### config.mk
export PLATFORM = sky130hd
export DESIGN_NAME = aibcr3_txdig_ser
export DESIGN_NICKNAME = d
export VERILOG_FILES = /design/src/rtl/aibcr3_txdig_pkg.sv /design/src/rtl/aibcr3_txdig_serch.sv /design/src/rtl/aibcr3_txdig_ser.sv
export SDC_FILE = /design/constraint.sdc
export NUM_CORES = 1
export LEC_CHECK = 0
export CORE_UTILIZATION = 52
export DETAILED_ROUTE_END_ITERATION = 7
export PLACE_DENSITY = 0.8
export SLEW_MARGIN = 0
export SYNTH_ARGS = -nofsm -noshare
export SYNTH_HDL_FRONTEND = slang
export SYNTH_HIERARCHICAL = 1
export SYNTH_SLANG_ARGS = --single-unit
### constraint.sdc
create_clock -name ilaunch_clk -period 2.2 [get_ports ilaunch_clk]
set_input_delay 0.22 -clock ilaunch_clk [delete_from_list [all_inputs] [get_ports ilaunch_clk]]
set_output_delay 0.22 -clock ilaunch_clk [all_outputs]
set_load 0.1 [all_outputs]
### src/rtl/aibcr3_txdig_pkg.sv
// Shared types and constants for the AIB TX serializer: FSM states, mode codes,
// PRBS7 seed/taps and the idle pad value.
package aibcr3_txdig_pkg;

  typedef enum logic [1:0] {
    ST_OFF    = 2'b00,
    ST_WARMUP = 2'b01,
    ST_ACTIVE = 2'b10,
    ST_DRAIN  = 2'b11
  } state_e;

  typedef enum logic [1:0] {
    MODE_SERIAL = 2'b00,
    MODE_ASYNC  = 2'b01,
    MODE_PRBS   = 2'b10,
    MODE_LPBK   = 2'b11
  } mode_e;

  localparam logic [6:0] PRBS_SEED   = 7'h7F;
  localparam int         PRBS_TAP_HI = 6;
  localparam int         PRBS_TAP_LO = 5;
  localparam logic       IDLE_DATA   = 1'b0;

  function automatic logic [6:0] prbs7_next(input logic [6:0] s);
    return {s[5:0], s[PRBS_TAP_HI] ^ s[PRBS_TAP_LO]};
  endfunction

endpackage

### src/rtl/aibcr3_txdig_serch.sv
// One TX channel: RATIO-bit LSB-first shift register, loopback capture register
// and the pad output mux.
module aibcr3_txdig_serch
  import aibcr3_txdig_pkg::*;
#(
  parameter int RATIO = 4
) (
  input  logic             i_clk,
  input  logic             i_rst,
  input  logic             i_load,
  input  logic             i_shift,
  input  logic             i_clr,
  input  logic [RATIO-1:0] i_word,
  input  mode_e            i_mode,
  input  logic             i_en,
  input  logic             i_run,
  input  logic             i_async,
  input  logic             i_prbs,
  input  logic             i_lpbk,
  output logic             o_tx
);

  logic [RATIO-1:0] r_sh;
  logic             r_lpbk;

  always_ff @(posedge i_clk) begin
    if (i_rst) begin
      r_sh   <= '0;
      r_lpbk <= 1'b0;
    end else begin
      r_lpbk <= i_lpbk;
      if (i_clr)
        r_sh <= '0;
      else if (i_load)
        r_sh <= i_word;
      else if (i_shift)
        r_sh <= {1'b0, r_sh[RATIO-1:1]};
    end
  end

  // Async bypass follows the driver enable; PRBS/loopback only drive once running.
  always_comb begin
    o_tx = IDLE_DATA;
    if (i_en) begin
      case (i_mode)
        MODE_SERIAL: o_tx = r_sh[0];
        MODE_ASYNC:  o_tx = i_async;
        MODE_PRBS:   if (i_run) o_tx = i_prbs;
        MODE_LPBK:   if (i_run) o_tx = r_lpbk;
        default:     o_tx = IDLE_DATA;
      endcase
    end
  end

endmodule

### src/rtl/aibcr3_txdig_ser.sv
// AIB TX digital serializer: enable FSM with driver warm-up, shared bit counter,
// PRBS7 generator, underrun counter and weak-pull control; NCH channel slices.
module aibcr3_txdig_ser
  import aibcr3_txdig_pkg::*;
#(
  parameter int NCH   = 4,
  parameter int RATIO = 4,
  parameter int WARM  = 8
) (
  input  logic                 ilaunch_clk,
  input  logic                 irst,
  input  logic [NCH*RATIO-1:0] idat,
  input  logic                 idat_vld,
  output logic                 idat_rdy,
  input  logic [1:0]           imode,
  input  logic [NCH-1:0]       async_data,
  input  logic [NCH-1:0]       ilpbk_dat,
  input  logic                 itx_en,
  input  logic                 rx_enb,
  input  logic                 test_weakpu,
  input  logic                 test_weakpd,
  output logic [NCH-1:0]       tx_dat_out,
  output logic                 itx_en_buf,
  output logic                 weak_pulldownen,
  output logic                 weak_pullupenb,
  output logic [7:0]           underrun_cnt
);

  localparam int CW = (RATIO > 1) ? $clog2(RATIO) : 1;

  state_e        r_state;
  mode_e         r_mode;
  logic [7:0]    r_wcnt;
  logic [CW-1:0] r_cnt;
  logic          r_loaded;
  logic [6:0]    r_lfsr;
  logic          r_prbs;
  logic [7:0]    r_urun;
  logic          r_rst_q;
  logic          r_wpd;
  logic          r_wpu_b;

  logic w_en_buf, w_run, w_serial, w_last, w_rdy, w_accept;
  logic w_underrun, w_shift, w_drain_done, w_ch_clr;

  assign w_en_buf     = (r_state != ST_OFF);
  assign w_run        = (r_state == ST_ACTIVE) || (r_state == ST_DRAIN);
  assign w_serial     = (r_mode == MODE_SERIAL);
  assign w_last       = (r_cnt == CW'(RATIO - 1));
  assign w_rdy        = (r_state == ST_ACTIVE) && w_serial && (!r_loaded || w_last);
  assign w_accept     = w_rdy && idat_vld;
  assign w_underrun   = (r_state == ST_ACTIVE) && w_serial && r_loaded && w_last && !idat_vld;
  assign w_shift      = w_run && w_serial && r_loaded && !w_last;
  assign w_drain_done = (r_state == ST_DRAIN) && (!w_serial || !r_loaded || w_last);
  // An underrun reloads the slices with an all-zero word so the gap lasts RATIO bits.
  assign w_ch_clr     = !w_run || w_underrun || w_drain_done;

  always_ff @(posedge ilaunch_clk) begin
    if (irst) begin
      r_state  <= ST_OFF;
      r_mode   <= MODE_SERIAL;
      r_wcnt   <= '0;
      r_cnt    <= '0;
      r_loaded <= 1'b0;
      r_lfsr   <= PRBS_SEED;
      r_prbs   <= IDLE_DATA;
      r_urun   <= '0;
      r_rst_q  <= 1'b1;
      r_wpd    <= 1'b1;
      r_wpu_b  <= 1'b1;
    end else begin
      r_rst_q <= 1'b0;
      r_wpd   <= test_weakpd | ~rx_enb | w_en_buf | r_rst_q;
      r_wpu_b <= ~test_weakpu | r_rst_q;
      r_prbs  <= IDLE_DATA;
      case (r_state)
        ST_OFF: begin
          r_cnt    <= '0;
          r_loaded <= 1'b0;
          if (itx_en) begin
            r_state <= ST_WARMUP;
            r_mode  <= mode_e'(imode);
            r_wcnt  <= '0;
          end
        end
        ST_WARMUP: begin
          if (!itx_en) begin
            r_state <= ST_OFF;
          end else if (r_wcnt == 8'(WARM - 1)) begin
            r_state <= ST_ACTIVE;
            r_lfsr  <= PRBS_SEED;
          end else begin
            r_wcnt <= r_wcnt + 8'd1;
          end
        end
        ST_ACTIVE: begin
          if (!itx_en)
            r_state <= ST_DRAIN;
          if (r_mode == MODE_PRBS) begin
            r_prbs <= r_lfsr[PRBS_TAP_HI];
            r_lfsr <= prbs7_next(r_lfsr);
          end
          if (w_accept) begin
            r_loaded <= 1'b1;
            r_cnt    <= '0;
          end else if (w_underrun) begin
            r_cnt <= '0;
            if (r_urun != 8'hFF)
              r_urun <= r_urun + 8'd1;
          end else if (w_shift) begin
            r_cnt <= r_cnt + CW'(1);
          end
        end
        ST_DRAIN: begin
          if (w_drain_done) begin
            r_state  <= ST_OFF;
            r_loaded <= 1'b0;
            r_cnt    <= '0;
          end else begin
            r_cnt <= r_cnt + CW'(1);
          end
        end
        default: r_state <= ST_OFF;
      endcase
    end
  end

  for (genvar c = 0; c < NCH; c++) begin : g_ch
    aibcr3_txdig_serch #(.RATIO(RATIO)) u_ch (
      .i_clk   (ilaunch_clk),
      .i_rst   (irst),
      .i_load  (w_accept),
      .i_shift (w_shift),
      .i_clr   (w_ch_clr),
      .i_word  (idat[c*RATIO +: RATIO]),
      .i_mode  (r_mode),
      .i_en    (w_en_buf),
      .i_run   (w_run),
      .i_async (async_data[c]),
      .i_prbs  (r_prbs),
      .i_lpbk  (ilpbk_dat[c]),
      .o_tx    (tx_dat_out[c])
    );
  end

  assign idat_rdy        = w_rdy;
  assign itx_en_buf      = w_en_buf;
  assign weak_pulldownen = r_wpd;
  assign weak_pullupenb  = r_wpu_b;
  assign underrun_cnt    = r_urun;

endmodule

Word level (Yosys, flattened, before mapping)
Cells that the tools add are included.
- word-level logic and storage cells: 132
- input port bits: 33
- register bits: 54
- reductions and logical operators: 37
- eq/ne operators: 19
- add/sub/neg operators: 3
- bitwise gates (word level): 10
- mux-type cells: 44
- operator list (cell ; number):
    $mux 4 ; 8
    $mux 8 ; 3
    $mux 7 ; 3
    $mux 2 ; 9
    $add 8x1->8 const B ; 2
    $pmux 1 s4 ; 4
    $pmux 8 s2 ; 1
    $reduce_and 4->1 ; 4
    $pmux 7 s2 ; 1
    $mux 1 ; 12
    $ne 2x2->1 const B ; 6
    $eq 2x2->1 const B ; 5
    $logic_and 1x1->1 ; 10
    $eq 8x3->1 const B ; 1
    $ne 8x8->1 const B ; 1
    $pmux 2 s4 ; 1
    $reduce_bool 2->1 ; 4
    $logic_or 1x1->1 ; 6
    $pmux 2 s3 ; 1
    $logic_not 1->1 ; 5
    $not 1->1 ; 5
    $eq 2x1->1 const B ; 2
    $logic_not 2->1 ; 2
    $ne 2x1->1 const B ; 2
    other kinds (11) ; 15

Depth between registers and ports, before layout
Gate-level depths: netlist (run 1).
- depth in word-level cells: 9
- mapped depth: 7
- gate-level depth less buffers: 7

By module
Netlist (run 1), hierarchy kept.
- by module, submodules not included (module ; area each (µm²) ; times used ; cells each ; seq. area each (µm²)):
    aibcr3_txdig_ser ; 1584.0 ; 1 ; 191 ; 680.7
    aibcr3_txdig_serch ; 254.0 ; 4 ; 24 ; 100.1

Least setup slack after synthesis (run 1)
Ideal clock, no wire load.
- path type: flip-flop to flip-flop
- from: reg (tool-made name)
- to: reg g_ch[0].u_ch.r_sh[1]
- arrival: 4768 ps
- setup slack: -2684 ps
- period minus slack after synthesis: 4884 ps
- library setup time: 116 ps
- stages on the path, launching flop included: 8
- cell sequence: dfxtp_1 > clkbuf_1 > nand2b_1 > nor4_1 > nand2_1 > inv_1 > or2b_1 > o211a_1
- RTL lines (element ; RTL line ; text):
    end signal: assignment ; aibcr3_txdig_serch.sv:35 ; r_sh <= i_word;
    end signal: assignment ; aibcr3_txdig_serch.sv:37 ; r_sh <= {1'b0, r_sh[RATIO-1:1]};
    end: declaration ; aibcr3_txdig_serch.sv:23 ; logic [RATIO-1:0] r_sh;

==> summary.md, run 1 <==
| Metric | Value |
|---|---|
| Run status | `completed` |
| GRT Overall Usage | `about 23%` |
| Die height | `between 70 and 80 µm` |
| Number of buffers created by CTS | `5` |
| Number of buffers inserted by post-CTS setup repair | `0` |
| First-pass iteration count of the detailed router | `4` |
| Synthesized flop and latch total | `between 50 and 60` |
| Distinct cell type count after synthesis | `45` |
| Number of setup violations in the final report | `0` |
| Remaining global-route overflow | `0` |
| Kind of start point of the critical path | `register` |
| Antenna violations before repair | `0` |
| Signed area change from the synthesized netlist to the final layout | `34.6%` |
| Synthesis Warnings | `6` |
| Crit end category | `register` |
| Total power of the final layout | `about 2.0 mW` |
| Dominant register cell in the synthesized netlist | `dfxtp_1` |
| Data arrival at the endpoint of the critical path | `between 2 and 2.5 ns` |
| Standard cell with the maximum stage delay on the critical path | `dfxtp_2` |
| Num Clock Sinks | `54` |
| Sequential element share of the synthesized area | `41.6%` |
| Overall die width | `just over 70 µm` |
| Syn Area/Cell | `a little over 9 µm²` |
| Dominant cell type by area after synthesis | `dfxtp_1` |
| Areal power density over the cells | `about 570 nW/µm²` |
| Maximum resistive drop on vdd | `between 0.3 and 0.4 mV` |
| CTS-repair resized insts | `0` |
| Final period utilization | `between 90% and 100%` |
| Post-DR wirelength/cell | `between 10 and 15 µm` |
| Leakage | `~1.4 nW` |
| NumNets Final | `380` |
| Post-route ant nets | `0` |
| Count of fill cells added during filler insertion | `around 370` |
| Floorplan Core Area | `roughly 4800 µm²` |
| Most frequent cells in the layout | `51 x dfxtp_1, 32 x clkdlybuf4s50_1, 28 x nor2_1` |
| Worst-case hold slack | `about 0.38 ns` |
| Maximum number of pins on one net before global-route repair | `22` |
| Max-slew headroom at the worst pin | `about 54%` |
| Total I/O pin count | `49` |
| Later-pin clock latency in the skew report | `~0.30 ns` |
| Share of layout cells above drive strength 1 | `between 10% and 20%` |
| Root buffer cell | `clkbuf_8` |
| Cells along the critical path | `nand2b_4 -> nor4_4 -> nand2_1 -> clkinvlp_4 -> buf_4 -> or2b_1 -> o211a_1` |
| Fmax | `roughly 490 MHz` |
| Cts-stage hold buffer count | `0` |
| Global-route wire length before repair | `between 9000 and 10000 µm` |
| TritonCTS clock tree | `done` |
| H-Tree Depth | `2` |
| Global placement routability congestion | `just under 0.8` |
| Proportion of register bits with asynchronous set or reset after synthesis | `0%` |
| Hold Violations, Final | `0` |
| Avg Vias per Cell | `around 5.4` |
| Non-filler instance count after layout | `between 400 and 500` |
| WL final | `between 5000 and 6000 µm` |
| Class of the tightest hold or removal check | `in -> reg` |
| Most common library cell in the layout ignoring fill and taps | `dfxtp_1` |
| Standard-cell rows | `25` |
| Routed vias | `2240` |
| Final period demand of the worst path | `about 2 ns` |
| Clock transition at path regs | `about 0.10 ns` |
| Cell class contributing the biggest share of worst-path delay | `simple AND/OR/NAND/NOR gates` |
| Post-synth top area share | `between 40 and 50%` |
| Initial core utilization | `54.7%` |
| Max Root-Sink Buffers | `2` |
| Total of max-cap violations | `0` |
| Transition time at the pin with the least slew margin | `about 0.69 ns` |
| Total DRC errors in the routed layout | `0` |
| Count of input and output buffers | `48` |
| Starting DRC count in detailed routing | `85` |
| Number of buffer and inverter stages on the critical path | `2` |
| Leading cell types by total area after synthesis | `dfxtp_1 42%, mux2_2 5.2%, o211a_1 4.6%` |
| Max-slew violation total from the final report | `0` |
| Worst stage delay on the critical path | `approximately 0.54 ns` |
| Cell count after synthesis | `around 290` |
| Placed Cells | `between 400 and 500` |
| Post-synth net total | `approximately 320` |
| HPWL reported at the end of detailed placement | `around 4100 µm` |
| Die area | `5290 µm²` |
| Final setup skew | `roughly 0.0080 ns` |
| Total standard cell area after synthesis | `around 2600 µm²` |
| Number of synthesized flops with an enable pin | `0` |
| Critical setup path kind | `reg -> reg` |
| Total negative slack | `0 ns` |
| Number of global-route vias before repair | `2124` |
| Number of inserted diodes | `0` |
| Required time worst endpoint | `about 2.4 ns` |
| RSZ-0062 raised after global routing | `no` |
| Largest fanout on the critical path | `17` |
## stage by stage
step	cell area, µm²	setup slack, ns	utilization (%)
after floorplan	2720	-0.490	-
after global placement	3360	0.184	70.6
after detailed placement	3360	0.146	70.6
after CTS	3500	0.145	73.6
after global routing	3500	0.00273	73.6
final	3500	0.152	73.6
## metal layers
layer / track usage, % / vias up / routed length (µm)
met4: 8.06 / 0 / 92
met5: 0 / - / 0
met3: 5.80 / 9 / 208
li1: - / 1139 / -
met1: 27.3 / 1048 / 2430
met2: 39.9 / 44 / 2780
## synthesized netlist by cell type, drive strengths merged (4+ instances only)
| cell | n |
|---|---|
| a211oi | 5 |
| a21boi | 4 |
| a21oi | 22 |
| and3 | 4 |
| clkbuf | 9 |
| dfxtp | 54 |
| inv | 9 |
| mux2 | 12 |
| mux2i | 9 |
| nand2 | 20 |
| nand2b | 5 |
| nand3 | 9 |
| nand4 | 5 |
| nor2 | 28 |
| nor2b | 7 |
| nor3 | 4 |
| o211a | 12 |
| o21ai | 8 |
| o32ai | 4 |
| or2 | 9 |
| or2b | 12 |
| or3 | 4 |
| or3b | 4 |
| xor2 | 4 |
## worst register-to-register path, cell delays in order, from the launching register on
cell	delay [ns]
dfxtp_2	0.54
nand2b_4	0.11
nor4_4	0.32
nand2_1	0.16
clkinvlp_4	0.23
buf_4	0.21
or2b_1	0.26
o211a_1	0.13
## cells by family after synthesis
family / after synthesis / share of synthesized area (%)
multiplexers: 21 / 8.66
AO/OA/AOI/OAI: 62 / 16.6
flip-flops: 54 / 41.6
adder cells (fa/ha/maj): 3 / 1.44
XOR/XNOR: 7 / 2.36
buffers and inverters: 18 / 2.60
AND/OR/NAND/NOR: 122 / 26.8
## registers in the layout, indices dropped and copies added, names as in the netlist, 2 cells and up, named ones only
| name | count |
|---|---|
| underrun_cnt | 8 |
| r_lfsr | 7 |
| g_ch.u_ch/r_sh | 16 |
| g_ch.u_ch/r_lpbk | 4 |
| r_mode | 2 |
| r_wcnt | 8 |
| r_cnt | 2 |
## layout make-up
| type | count | area (µm²) | area share (%) |
|---|---|---|---|
| clock inverters | 2 | 60.1 | 1.72 |
| inverters | 9 | 41.3 | 1.18 |
| multi-input cells | 215 | 1550 | 44.3 |
| repair buffers | 59 | 598 | 17.1 |
| flip-flops and latches | 54 | 1080 | 31.0 |
| well taps | 67 | 83.8 | 2.40 |
| clock buffers | 6 | 82.6 | 2.36 |
## power by group
group / total (mW) / switching, mW / internal [mW] / leakage, nW
Sequential: 1.00 / 0.0121 / 0.988 / 0.439
Combinational: 0.176 / 0.0865 / 0.0900 / 0.871
Clock: 0.807 / 0.322 / 0.485 / 0.0714
## worst paths after layout
kind	start	to	slack, ns	cells after the start
worst max-delay path	register	g_ch[3].u_ch/r_sh[2]$_SDFFE_PP0P_	0.15	7
worst min-delay path	test_weakpu	weak_pullupenb$_SDFF_PP1_	0.38	2
worst max register to register	register	g_ch[3].u_ch/r_sh[2]$_SDFFE_PP0P_	0.15	7
worst min register to register	r_rst_q$_DFF_P_	weak_pullupenb$_SDFF_PP1_	0.45	2
Power figures use the tool's default switching activity.
==> run 2: changes to the inputs <==
ABC_AREA = 0   (was unset)
CORE_UTILIZATION = 56   (was 52)
HOLD_SLACK_MARGIN = 0.03   (was unset)
PLACE_DENSITY = 0.85   (was 0.8)
clock period = 2.5 ns   (was 2.2 ns; I/O delays follow)
==> run 2 against run 1 <==
Non-clock buffer count shrank 7; worst hold slack gained 0.027 ns; cell area shrank 3.7%; critical endpoint is now tx_dat_out[1].
==> summary.md, run 2 (synthesis gave the netlist of run 1 again) <==
| Metric | Value |
|---|---|
| Routed vias | `2239 (-0.045%)` |
| GRT Overall Usage | `24.0% (+1.1 points)` |
| Antenna violations before repair | `0 (unchanged)` |
| Crit end category | `output port` |
| Total negative slack | `0 ns (unchanged)` |
| Placed Cells | `382 (-5.4%)` |
| Number of buffers inserted by post-CTS setup repair | `0 (unchanged)` |
| Max-slew headroom at the worst pin | `69.1% (+15 points)` |
| RSZ-0062 raised after global routing | `no` |
| Startpoint of the tightest hold check path | `test_weakpu` |
| Remaining global-route overflow | `0 (unchanged)` |
| Hold Violations, Final | `0 (unchanged)` |
| Number of inserted diodes | `0 (unchanged)` |
| Most frequent cells in the layout | `51 x dfxtp_1, 32 x clkdlybuf4s50_1, 28 x nor2_1` |
| Wire length the detailed router placed on met1 | `2430 µm (about the same)` |
| Global-route wire length before repair | `9540 µm (+1.5%)` |
| Number of buffers created by CTS | `5 (unchanged)` |
| Fmax | `~450 MHz` |
| Endpoint of the worst setup timing path | `tx_dat_out[1]` |
| Root buffer cell | `clkbuf_8` |
| Total DRC errors in the routed layout | `0 (unchanged)` |
| TritonCTS clock tree | `done` |
| Initial core utilization | `58.9% (+4.2 points)` |
| Total area of multi-input combinational cells | `1550 µm² (unchanged)` |
| Share of the core filled with cells in the final layout | `76.4% (+2.8 points)` |
| Class of the tightest hold or removal check | `in -> reg` |
| Setup slack after placement | `0.383 ns (+0.237 ns)` |
| Overall die width | `70.1 µm (-3.5%)` |
| Amount of wire on met2 after detailed routing | `2770 µm (-0.43%)` |
| Data arrival at the endpoint of the critical path | `1.98 ns (-0.27 ns)` |
| Register containing the most flip-flops in the final layout | `g_ch.u_ch/r_sh` |
| Later-pin clock latency in the skew report | `0.30 ns (about the same)` |
| Floorplan Core Area | `4410 µm² (-7.2%)` |
| Top routing layer in use | `met4` |
| Maximum resistive drop on vdd | `0.323 mV (-18%)` |
| Die area | `4920 µm² (-6.9%)` |
| NumNets Final | `373 (-1.8%)` |
| Run status | `completed` |
| Maximum number of pins on one net before global-route repair | `33 (+50%)` |
| Total I/O pin count | `49 (unchanged)` |
| WL final | `5480 µm (-0.56%)` |
| Flop-to-flop setup slack | `0.36 ns (+0.21 ns)` |
| Critical setup path kind | `reg -> out` |
| Areal power density over the cells | `469 nW/µm² (-17%)` |
| Signed area change from the synthesized netlist to the final layout | `29.6%` |
| Count of input and output buffers | `48 (unchanged)` |
| Starting DRC count in detailed routing | `74 (-13%)` |
| Max reg flops | `16 (unchanged)` |
| Sequential standard cell area | `1080 µm² (unchanged)` |
| Number of global-route vias before repair | `2101 (-1.1%)` |
| HPWL reported at the end of detailed placement | `4080 µm (-0.53%)` |
| Worst Setup Slack, final | `0.269 ns (+0.117 ns)` |
| Global placement routability congestion | `0.848 (+7.5%)` |
| Max Root-Sink Buffers | `2 (unchanged)` |
| H-Tree Depth | `2 (unchanged)` |
| Number of cells traversed by the worst hold path | `2 (unchanged)` |
| Post-DR wirelength/cell | `14.1 µm (+5.0%)` |
| Die height | `70.1 µm (-3.5%)` |
| Kind of start point of the critical path | `register` |
| First-pass iteration count of the detailed router | `4 (unchanged)` |
| Leakage | `1.33 nW (-3.9%)` |
| Max-slew violation total from the final report | `0 (unchanged)` |
| Most common library cell in the layout ignoring fill and taps | `dfxtp_1` |
| Cts-stage hold buffer count | `0 (unchanged)` |
| Clock transition at path regs | `0.09 ns (about the same)` |
| Post-route ant nets | `0 (unchanged)` |
| Total of max-cap violations | `0 (unchanged)` |
| Final period demand of the worst path | `2.23 ns` |
| Worst-case hold slack | `0.412 ns (+0.0268 ns)` |
| Met3 layer wire length in the routed design | `221 µm (+6.3%)` |
| Num Clock Sinks | `54 (unchanged)` |
| R2r worst-path depth | `7 (unchanged)` |
| Required time worst endpoint | `2.25 ns (-0.16 ns)` |
| Largest fanout on the critical path | `17 (unchanged)` |
| Standard-cell rows | `24 (-4.0%)` |
| Count of fill cells added during filler insertion | `323 (-12%)` |
| Startpoint of the most critical register-to-register path | `r_cnt[0]$_SDFFE_PP0P_` |
| Number of setup violations in the final report | `0 (unchanged)` |
| Non-filler instance count after layout | `390 (-5.3%)` |
| Final period utilization | `89.2%` |
| Share of layout cells above drive strength 1 | `18.0% (-1.7 points)` |
| Avg Vias per Cell | `5.74 (+5.6%)` |
| CTS-repair resized insts | `0 (unchanged)` |
| Final setup skew | `0.00594 ns (-0.00209 ns)` |
| Transition time at the pin with the least slew margin | `0.462 ns (-0.230 ns)` |
| Reg2Reg Capture Point | `g_ch[1].u_ch/r_sh[3]$_SDFFE_PP0P_` |
[run 2: cell types whose count changed in the layout (fill, tap and decap cells not counted)]
cell,change
buf_4,-5
buf_12,-2
bufinv_16,-2
clkbuf_8,+2
[run 2: per-stage QoR]
step                instance area, µm²  total power [mW]
floorplan                         2720             0.971
global placement                  3260              1.05
detailed placement                3260              1.05
CTS                               3370              1.59
global route                      3370              1.64
finish                            3370              1.58
[run 2: final cells by class]
class,instances,share of cell area (%)
Tap cell,52,1.93
Inverter,9,1.22
Multi-Input combinational cell,215,46.0
Timing Repair Buffer,52,15.4
Clock buffer,8,3.27
Sequential cell,54,32.2
[run 2: power by group]
part,switching [mW],total [mW],internal (mW)
Clock,0.274,0.554,0.280
Combinational,0.0697,0.142,0.0727
Sequential,0.0161,0.885,0.869
[run 2: routing by layer]
metal / global-route usage [%] / vias to the layer above
met3: 5.48 / 8
met5: 0 / -
met4: 6.22 / 0
met1: 30.0 / 1061
met2: 41.5 / 45
li1: - / 1125
[run 2: critical path, cell delays in order, from the launching register on]
cell and delay, ns:
dfxtp_2 0.43, nor2_1 0.40, clkinvlp_4 0.32, nand3_1 0.20, o32ai_4 0.12, buf_12 0.19
[run 2: worst min path at each step]
stage / end / slack [ns]
after floorplan: r_rst_q$_DFF_P_ / 0.28
after global placement: weak_pullupenb$_SDFF_PP1_ / 0.42
after detailed placement: weak_pullupenb$_SDFF_PP1_ / 0.42
after CTS: weak_pullupenb$_SDFF_PP1_ / 0.41
after global routing: weak_pullupenb$_SDFF_PP1_ / 0.43
final: weak_pullupenb$_SDFF_PP1_ / 0.41
==> run 3: changes to the inputs <==
CORE_UTILIZATION = 55   (was 56)
PLACE_DENSITY = 0.84   (was 0.85)
SLEW_MARGIN = 20   (was 0)
==> run 3 against run 2 <==
The run now ends with DRC left; via count increased by 1.8%; critical path type is now reg -> reg; clock power increased by 30%; critical path depth increased by 2; worst hold slack improved by 0.0099 ns.
==> summary.md, run 3 (synthesis gave the netlist of run 1 again) <==
| Metric | Value |
|---|---|
| Antenna violations before repair | `0 (unchanged)` |
| H-Tree Depth | `2 (unchanged)` |
| Amount of wire on met2 after detailed routing | `2830 µm (+2.3%)` |
| Number of global-route vias before repair | `2215 (+5.4%)` |
| GRT Overall Usage | `24.9% (+0.94 points)` |
| Maximum number of pins on one net before global-route repair | `25 (-24%)` |
| Starting DRC count in detailed routing | `107 (+45%)` |
| Run status | `finished with violations` |
| TritonCTS clock tree | `done` |
| Required time worst endpoint | `2.74 ns (+0.49 ns)` |
| Number of setup violations in the final report | `0 (unchanged)` |
| Post-DR wirelength/cell | `14.7 µm (+4.9%)` |
| Crit end category | `register` |
| Met3 layer wire length in the routed design | `253 µm (+14%)` |
| Most common library cell in the layout ignoring fill and taps | `dfxtp_1` |
| Root buffer cell | `clkbuf_8` |
| Number of inserted diodes | `0 (unchanged)` |
| WL final | `5770 µm (+5.1%)` |
| Global placement routability congestion | `0.826 (-2.6%)` |
| Cell area reported after detailed placement | `3270 µm² (+0.23%)` |
| Remaining global-route overflow | `0 (unchanged)` |
| Later-pin clock latency in the skew report | `0.31 ns (about the same)` |
| Number of buffers inserted by post-CTS setup repair | `0 (unchanged)` |
| Post-route ant nets | `0 (unchanged)` |
| Routed vias | `2279 (+1.8%)` |
| Maximum resistive drop on vdd | `0.325 mV (+0.67%)` |
| Floorplan Core Area | `4440 µm² (+0.68%)` |
| Cts-stage hold buffer count | `0 (unchanged)` |
| Total I/O pin count | `49 (unchanged)` |
| Transition time at the pin with the least slew margin | `0.731 ns (+0.269 ns)` |
| Cells along the critical path | `ha_1 -> nor2b_1 -> nor4_4 -> nand2_1 -> clkinvlp_4 -> or3b_1 -> a21boi_1` |
| Share of layout cells above drive strength 1 | `18.3% (+0.24 points)` |
| Standard-cell rows | `24 (unchanged)` |
| Die height | `70.8 µm (+0.88%)` |
| Total DRC errors in the routed layout | `2 (+2)` |
| Violated checks | `DRC` |
| Areal power density over the cells | `512 nW/µm² (+9.1%)` |
| Max-slew violation total from the final report | `0 (unchanged)` |
| Global-route wire length before repair | `9880 µm (+3.6%)` |
| Total area of multi-input combinational cells | `1550 µm² (unchanged)` |
| CTS-repair resized insts | `0 (unchanged)` |
| Overall die width | `70.8 µm (+0.88%)` |
| Final period demand of the worst path | `2.08 ns (-0.148 ns)` |
| R2r worst-path depth | `7 (unchanged)` |
| Largest fanout on the critical path | `24 (+7)` |
| Placed Cells | `383 (+0.26%)` |
| Final period utilization | `83.3% (-5.9 points)` |
| Hold Violations, Final | `0 (unchanged)` |
| Leakage | `1.35 nW (+1.4%)` |
| Wire length the detailed router placed on met1 | `2580 µm (+6.0%)` |
| Most frequent cells in the layout | `51 x dfxtp_1, 32 x clkdlybuf4s50_1, 28 x nor2_1` |
| Max-slew headroom at the worst pin | `51.1% (-18 points)` |
| First-pass iteration count of the detailed router | `8 (+4)` |
| Num Clock Sinks | `54 (unchanged)` |
| Clock transition at path regs | `0.10 ns (about the same)` |
| Worst stage delay on the critical path | `0.47 ns (+0.04 ns)` |
| Initial core utilization | `58.5% (-0.40 points)` |
| Non-filler instance count after layout | `391 (+0.26%)` |
| Die area | `5010 µm² (+1.8%)` |
| Final setup skew | `0.00982 ns (+0.00388 ns)` |
| Critical setup path kind | `reg -> reg` |
| Count of input and output buffers | `48 (unchanged)` |
| Avg Vias per Cell | `5.83 (+1.5%)` |
| Data arrival at the endpoint of the critical path | `2.32 ns (+0.34 ns)` |
| Class of the tightest hold or removal check | `in -> reg` |
| NumNets Final | `374 (+0.27%)` |
| Sequential standard cell area | `1080 µm² (unchanged)` |
| Count of fill cells added during filler insertion | `314 (-2.8%)` |
| Register containing the most flip-flops in the final layout | `g_ch.u_ch/r_sh` |
| HPWL reported at the end of detailed placement | `3990 µm (-2.2%)` |
| Standard cell with the maximum stage delay on the critical path | `or3b_1` |
| RSZ-0062 raised after global routing | `no` |
| Layout Cell Area excl Fill | `3410 µm² (+1.2%)` |
| Number of cells traversed by the worst hold path | `2 (unchanged)` |
| Fmax | `480 MHz (+7.1%)` |
| Signed area change from the synthesized netlist to the final layout | `31.2%` |
| Max reg flops | `16 (unchanged)` |
| Total of max-cap violations | `0 (unchanged)` |
| Max Root-Sink Buffers | `2 (unchanged)` |
| Top routing layer in use | `met4` |
| Kind of start point of the critical path | `register` |
| Number of buffers created by CTS | `5 (unchanged)` |
| Total negative slack | `0 ns (unchanged)` |
-- run 3: per-stage QoR --
stage | power [mW] | setup WS (ns) | utilization, % | hold WS (ns)
floorplan | 0.971 | -0.190 | - | 0.278
global placement | 1.05 | 0.559 | 73.5 | 0.426
detailed placement | 1.05 | 0.428 | 73.5 | 0.435
CTS | 1.76 | 0.402 | 76.7 | 0.418
global route | 1.80 | 0.219 | 76.7 | 0.421
finish | 1.75 | 0.416 | 76.7 | 0.421
-- run 3: critical path: cells and delay by family (launching register included) --
| family | cells | cell delay (ns) |
|---|---|---|
| buffers and inverters | 1 | 0.33 |
| adders and majority gates | 1 | 0.21 |
| DFF | 1 | 0.33 |
| AOI/OAI and AO/OA | 1 | 0.16 |
| and+or+nand+nor | 4 | 0.97 |
-- run 3: final cells by class --
cell class / instances / area share, %
Clock inverter: 2 / 1.76
Inverter: 9 / 1.21
Tap cell: 52 / 1.91
Multi-Input combinational cell: 215 / 45.4
Clock buffer: 6 / 2.42
Timing Repair Buffer: 53 / 15.5
Sequential cell: 54 / 31.8
-- run 3: layer usage --
layer	track usage [%]	vias up
met5	0	-
li1	-	1122
met4	8.67	0
met2	42.8	68
met3	5.41	10
met1	30.9	1079
-- run 3: path summary, 6_finish.rpt --
path | startpoint | slack (ns) | end
worst max register to register | r_cnt[0]$_SDFFE_PP0P_ | 0.42 | g_ch[0].u_ch/r_sh[3]$_SDFFE_PP0P_
worst max-delay path | r_cnt[0]$_SDFFE_PP0P_ | 0.42 | g_ch[0].u_ch/r_sh[3]$_SDFFE_PP0P_
worst min register to register | r_rst_q$_DFF_P_ | 0.45 | weak_pullupenb$_SDFF_PP1_
worst min-delay path | test_weakpu | 0.42 | weak_pullupenb$_SDFF_PP1_
-- run 3: power by group --
part           internal, mW  total, mW  leakage, nW  switching, mW
Clock                 0.427      0.718       0.0714          0.290
Sequential            0.869      0.885        0.439         0.0157
Combinational        0.0732      0.144        0.836         0.0711
